$ cat src/rtl/hilo_pkg.sv
// Shared definitions for the HI/LO multiply/divide unit: op codes and FSM states.
package hilo_pkg;

  localparam logic [2:0] OP_MTHI  = 3'd0;
  localparam logic [2:0] OP_MTLO  = 3'd1;
  localparam logic [2:0] OP_MULT  = 3'd2;
  localparam logic [2:0] OP_MULTU = 3'd3;
  localparam logic [2:0] OP_DIV   = 3'd4;
  localparam logic [2:0] OP_DIVU  = 3'd5;

  typedef enum logic [1:0] {
    IDLE = 2'd0,
    RUN  = 2'd1,
    FIX  = 2'd2
  } state_e;

endpackage

$ cat src/rtl/div_core.sv
// Unsigned restoring divider datapath: one shift-subtract step per enabled cycle.
module div_core #(
  parameter int unsigned WIDTH = 32
) (
  input  logic             clk,
  input  logic             rst,
  input  logic             load,
  input  logic             en,
  input  logic [WIDTH-1:0] dividend_i,
  input  logic [WIDTH-1:0] divisor_i,
  output logic [WIDTH-1:0] quot_o,
  output logic [WIDTH-1:0] rem_o
);

  logic [WIDTH-1:0] rem_q, rem_d;
  logic [WIDTH-1:0] quot_q, quot_d;
  logic [WIDTH-1:0] div_q, div_d;
  logic [WIDTH:0]   shifted;
  logic [WIDTH+1:0] diff;

  // Partial remainder is always < divisor, so the shifted value fits in WIDTH+1 bits.
  always_comb begin
    shifted = {rem_q, quot_q[WIDTH-1]};
    diff    = {1'b0, shifted} - {2'b00, div_q};
    rem_d   = rem_q;
    quot_d  = quot_q;
    div_d   = div_q;
    if (load) begin
      rem_d  = '0;
      quot_d = dividend_i;
      div_d  = divisor_i;
    end else if (en) begin
      rem_d  = diff[WIDTH+1] ? shifted[WIDTH-1:0] : diff[WIDTH-1:0];
      quot_d = {quot_q[WIDTH-2:0], ~diff[WIDTH+1]};
    end
  end

  always_ff @(posedge clk) begin
    if (rst) begin
      rem_q  <= '0;
      quot_q <= '0;
      div_q  <= '0;
    end else begin
      rem_q  <= rem_d;
      quot_q <= quot_d;
      div_q  <= div_d;
    end
  end

  assign quot_o = quot_q;
  assign rem_o  = rem_q;

endmodule

$ cat src/rtl/hilo_muldiv.sv
// HI/LO unit: MTHI/MTLO, single-cycle MULT/MULTU, iterative cancellable DIV/DIVU.
module hilo_muldiv
  import hilo_pkg::*;
#(
  parameter int unsigned WIDTH = 32
) (
  input  logic             clk,
  input  logic             rst,
  input  logic             start,
  input  logic [2:0]       op,
  input  logic [WIDTH-1:0] src_a,
  input  logic [WIDTH-1:0] src_b,
  input  logic             cancel,
  output logic             busy,
  output logic             done,
  output logic [WIDTH-1:0] hi_o,
  output logic [WIDTH-1:0] lo_o
);

  localparam int unsigned CW = $clog2(WIDTH + 1);

  state_e           state_q, state_d;
  logic [CW-1:0]    cnt_q, cnt_d;
  logic [WIDTH-1:0] hi_q, hi_d, lo_q, lo_d;
  logic             done_q, done_d;
  logic             negq_q, negq_d, negr_q, negr_d;

  logic             accept, is_div, div_load, sgn_mul, sgn_div;
  logic [WIDTH-1:0] mag_a, mag_b, quot, rem, q_fix, r_fix;
  logic [2*WIDTH-1:0] ext_a, ext_b, prod;

  assign accept   = start && (state_q == IDLE) && !cancel && (op <= OP_DIVU);
  assign is_div   = (op == OP_DIV) || (op == OP_DIVU);
  assign div_load = accept && is_div && (src_b != '0);
  assign sgn_mul  = (op == OP_MULT);
  assign sgn_div  = (op == OP_DIV);

  // Sign-extending both operands to 2*WIDTH makes one truncated multiply serve both signednesses.
  assign ext_a = {{WIDTH{sgn_mul & src_a[WIDTH-1]}}, src_a};
  assign ext_b = {{WIDTH{sgn_mul & src_b[WIDTH-1]}}, src_b};
  assign prod  = ext_a * ext_b;

  assign mag_a = (sgn_div && src_a[WIDTH-1]) ? (~src_a + 1'b1) : src_a;
  assign mag_b = (sgn_div && src_b[WIDTH-1]) ? (~src_b + 1'b1) : src_b;

  div_core #(.WIDTH(WIDTH)) u_div_core (
    .clk        (clk),
    .rst        (rst),
    .load       (div_load),
    .en         (state_q == RUN),
    .dividend_i (mag_a),
    .divisor_i  (mag_b),
    .quot_o     (quot),
    .rem_o      (rem)
  );

  assign q_fix = negq_q ? (~quot + 1'b1) : quot;
  assign r_fix = negr_q ? (~rem + 1'b1) : rem;

  always_comb begin
    state_d = state_q;
    cnt_d   = cnt_q;
    hi_d    = hi_q;
    lo_d    = lo_q;
    done_d  = 1'b0;
    negq_d  = negq_q;
    negr_d  = negr_q;
    case (state_q)
      IDLE: begin
        if (accept) begin
          done_d = !div_load;
          case (op)
            OP_MTHI:            hi_d = src_a;
            OP_MTLO:            lo_d = src_a;
            OP_MULT, OP_MULTU:  {hi_d, lo_d} = prod;
            default: begin
              if (src_b == '0) begin
                hi_d = src_a;
                lo_d = '1;
              end else begin
                state_d = RUN;
                cnt_d   = CW'(WIDTH);
                negq_d  = sgn_div && (src_a[WIDTH-1] ^ src_b[WIDTH-1]);
                negr_d  = sgn_div && src_a[WIDTH-1];
              end
            end
          endcase
        end
      end
      RUN: begin
        if (cancel) begin
          state_d = IDLE;
          cnt_d   = '0;
        end else begin
          cnt_d = cnt_q - 1'b1;
          if (cnt_q == CW'(1)) state_d = FIX;
        end
      end
      FIX: begin
        state_d = IDLE;
        cnt_d   = '0;
        if (!cancel) begin
          hi_d   = r_fix;
          lo_d   = q_fix;
          done_d = 1'b1;
        end
      end
      default: begin
        state_d = IDLE;
        cnt_d   = '0;
      end
    endcase
  end

  always_ff @(posedge clk) begin
    if (rst) begin
      state_q <= IDLE;
      cnt_q   <= '0;
      hi_q    <= '0;
      lo_q    <= '0;
      done_q  <= 1'b0;
      negq_q  <= 1'b0;
      negr_q  <= 1'b0;
    end else begin
      state_q <= state_d;
      cnt_q   <= cnt_d;
      hi_q    <= hi_d;
      lo_q    <= lo_d;
      done_q  <= done_d;
      negq_q  <= negq_d;
      negr_q  <= negr_d;
    end
  end

  assign busy = (state_q != IDLE);
  assign done = done_q;
  assign hi_o = hi_q;
  assign lo_o = lo_q;

endmodule

$ cat config.mk
export PLATFORM = sky130hd
export DESIGN_NAME = hilo_muldiv
export DESIGN_NICKNAME = d
export VERILOG_FILES = /design/src/rtl/hilo_pkg.sv /design/src/rtl/div_core.sv /design/src/rtl/hilo_muldiv.sv
export SDC_FILE = /design/constraint.sdc
export NUM_CORES = 2
export LEC_CHECK = 0
export ABC_AREA = 1
export BUFFER_PORTS_ARGS = -buffer_cell sky130_fd_sc_hd__clkbuf_2
export CORE_ASPECT_RATIO = 0.6
export CORE_MARGIN = 2
export CORE_UTILIZATION = 25
export DETAILED_ROUTE_END_ITERATION = 10
export MAX_ROUTING_LAYER = met4
export REMOVE_ABC_BUFFERS = 1
export SYNTH_ARGS = -nofsm -noshare
export SYNTH_HDL_FRONTEND = slang
export SYNTH_SLANG_ARGS = --single-unit
export TNS_END_PERCENT = 20
$ cat constraint.sdc
create_clock -name clk -period 11.71 [get_ports clk]
set_clock_uncertainty 0.2 [all_clocks]
set_input_delay 0.5855 -clock clk [delete_from_list [all_inputs] [get_ports clk]]
set_output_delay 0.5855 -clock clk [all_outputs]
set_load 0.005 [all_outputs]
==> impl_metrics.csv <==
group,metric,value,unit
timing,rsz0062_at_grt,"no",
clocking,clk_path_buf_depth,2,
yosys,synth.avg_cell_area,7.330,um^2
critical_path,cpPeakStageDelay,0.78,ns
yosys,synth_edf_count,0,
timing,min_period_over_period,83.37,%
global_routing,grt_use_total,20.78,%
yosys,async_flop_share,0,%
clocking,clock_latency,0.49,ns
global_routing,grt_max_degree,61,
critical_path,endpoint_kind,"flip-flop",
clocking,post_cts_buffers,0,
outcome,status,"completed",
timing,finalHoldViolCount,0,
floorplanning,row_count,131,
timing,fmax,102.4,MHz
critical_path,start_kind,"primary input",
layout,final_nets,8642,
global_routing,antenna_found_initial,10,
clocking,hold_buffers,0,
critical_path,cpMaxStageDelayCell,"fa_1",
route,wl_per_cell,21.60,um
critical_path,critPathKind,"in2reg",
placed_design,finalWeightedCongestion,1.010,
critical_path,crit_path_frequent_cell,"fa_1",
timing,worstMarginPinSlew,1.275,ns
yosys,synth_top_area_share,42.16,%
route,drt-total-wl,217.6,mm
layout,final_layout_size_suffix_gt1_share,4.981,%
layout,area_growth,7.870,%
job,cap_violations,0,
yosys,yosysWarnings,0,
yosys,synth_ff_type,"dfxtp_1",
clocking,htreeDepth,4,
critical_path,critPathRequiredTime,11.92,ns
yosys,ys_seq_area_share,6.403,%
yosys,synth_area_leaders,"fa_1 (42%), inv_1 (13%), nand2_1 (13%)",
layout,multiInputGateArea,0.04147,mm^2
clocking,cts_inserted_buffers,17,
timing,drv_slew,0,
critical_path,critPathBufInv,8,
yosys,syn_area,0.05346,mm^2
global_routing,grt_pass1_wl,327.4,mm
timing,relSlewSlack,14.32,%
timing,setup_viol,0,
clocking,clk_pin_slew,0.08,ns
route,ant_nets,0,
hold_path,hold_path_class,"reg2reg",
clocking,cts_root_buf,"clkbuf_16",
clocking,cts_tree,"yes",
placed_design,io_buffers,136,
floorplanning,design.core.area,0.2126,mm^2
yosys,ys_types,61,
placed_design,hpwl,183.4,mm
floorplanning,die_w,601.0,um
critical_path,crit_family,"adder cells",
route,drt-pass1-iter-count,7,
route,num_vias,47690,
critical_path,crit_fanout,24,
global_routing,overflow,0,
timing,finalSetupTns,0,ns
timing,fin_crit,9.762,ns
yosys,synth-seq-cells,171,
clocking,cts.sinks,171,
yosys,synthCells,7294,
global_routing,grt_pass1_vias,48190,
floorplanning,boundaryPins,137,
route,dr.first_iter.drc_count,5323,
layout,regArea,0.003423,mm^2
clocking,post_cts_resized,0,
critical_path,arrival,9.97,ns
floorplanning,die_h,362.2,um
layout,fillers,23400,
floorplanning,initial_utilization,25.15,%
route,drc_errors,0,
route,via_per_inst,4.734,
yosys,yosysTopAreaCell,"fa_1",
floorplanning,die_area,0.2177,mm^2
metrics by stage:
step                std cells  hold slack, ns  area (um^2)  utilization (%)  worst slack (ns)
finish                  10080          0.2902        57670            27.13             1.948
global route            10070          0.3127        57660            27.12             1.598
CTS                     10070          0.2898        57650            27.12             2.167
detailed placement      10030          0.2794        57050            26.83             1.689
global placement        10030          0.2689        57050            26.83             1.683
floorplan                6931          0.2218        51950                -             3.676
logic make-up (layout without fill, tap and decap cells):
kind of cell,Yosys count,after routing,synth area share [%]
xor+xnor,81,81,1.327
compound gates,804,804,8.271
fa+ha+maj,1377,1377,48.04
flops,171,171,6.403
simple gates,2613,2613,19.90
buf+inv,2248,2161,16.06
other cells,0,9,0
cells in the mapped netlist (all sizes together) (3+ instances only):
master   count
dfxtp      171
o211ai      26
xnor2       34
a21oi      350
o31ai        4
nand3b      13
a2bb2oi      4
nor4        10
fa        1126
ha         251
clkbuf     191
inv       1882
o2bb2ai      3
clkinv       3
nor3        52
nand4       42
nor2       412
or2         16
o21a         8
buf        172
o221ai       9
a21o        13
o21bai      27
xor2        47
o32ai        6
nand2     1806
nand3      255
and3         3
a31oi       37
o21ai      305
layout by cell type, fill, tap and decap left out, types with 4 or more instances in the layout:
cell type,netlist,routed
clkbuf_2,0,136
nand3_1,252,252
o211ai_1,26,26
or2_1,4,4
o21ai_0,240,239
nand4_2,4,4
a2bb2oi_1,4,4
or2_2,12,12
o221ai_1,9,9
o31ai_1,4,4
inv_1,1860,1859
a21oi_1,348,348
nand4_1,37,37
buf_4,9,107
o21ai_1,61,62
nor2_2,7,8
a31oi_1,37,37
nor2_1,397,395
xor2_1,47,47
diode_2,0,9
nand2_1,1798,1797
o21a_1,8,8
dfxtp_1,171,171
xnor2_1,34,34
o32ai_1,6,6
clkbuf_16,0,17
o21bai_1,27,27
ha_1,251,251
nor4_1,9,9
nand2_2,7,8
inv_2,22,23
a21o_1,13,13
inv_6,0,4
nor2_4,8,9
nand3b_1,13,13
nor3_1,47,47
fa_1,1126,1126
worst register-to-register path, cell delays in order (launching register included):
cell and delay, ns:
dfxtp_1 0.49, nor2_4 0.17, buf_4 0.51, inv_2 0.58, o21a_1 0.38, a21oi_1 0.16, nand2_2 0.06, buf_4 0.25
inv_2 0.70, o21ai_0 0.39, inv_1 0.15, a21oi_1 0.07
metal layers:
metal | vias up | part of all wire, % | GRT usage (%)
met5 | - | 0 | -
met4 | 0 | 1.1 | 2.475
met3 | 137 | 12 | 6.047
met2 | 2439 | 36 | 25.92
met1 | 23960 | 51 | 32.62
li1 | 21160 | - | -
cell type report:
type | instances | share of cell area, %
Clock inverter | 15 | 0.3059
Tap cell | 2859 | 6.203
Timing Repair Buffer | 244 | 2.608
Inverter | 1885 | 12.27
Multi-Input combinational cell | 4875 | 71.90
Sequential cell | 171 | 5.936
Clock buffer | 17 | 0.7376
Antenna cell | 9 | 0.03905
final timing paths:
check / to / startpoint / slack, ns / cells past startpoint
min: cnt_q[1]$_SDFFE_PP0P_ / cnt_q[1]$_SDFFE_PP0P_ / 0.29 / 2
max: hi_o[15]$_SDFFE_PP0P_ / op[1] / 1.95 / 29
max reg2reg: hi_o[25]$_SDFFE_PP0P_ / state_q[0]$_SDFFE_PP0P_ / 7.50 / 11
min reg2reg: cnt_q[1]$_SDFFE_PP0P_ / cnt_q[1]$_SDFFE_PP0P_ / 0.29 / 2
state kept, by name (all words and copies together), names as in the netlist:
| signal | cells |
|---|---|
| cnt_q | 6 |
| done | 1 |
| hi_o | 32 |
| lo_o | 32 |
| negq_q | 1 |
| negr_q | 1 |
| state_q | 2 |
| u_div_core.div_q | 32 |
| u_div_core.quot_o | 32 |
| u_div_core.rem_o | 32 |
Power is left out: the tool's default activity adds up to more than one toggle a clock period on the data nets, which glitch-free logic cannot reach.
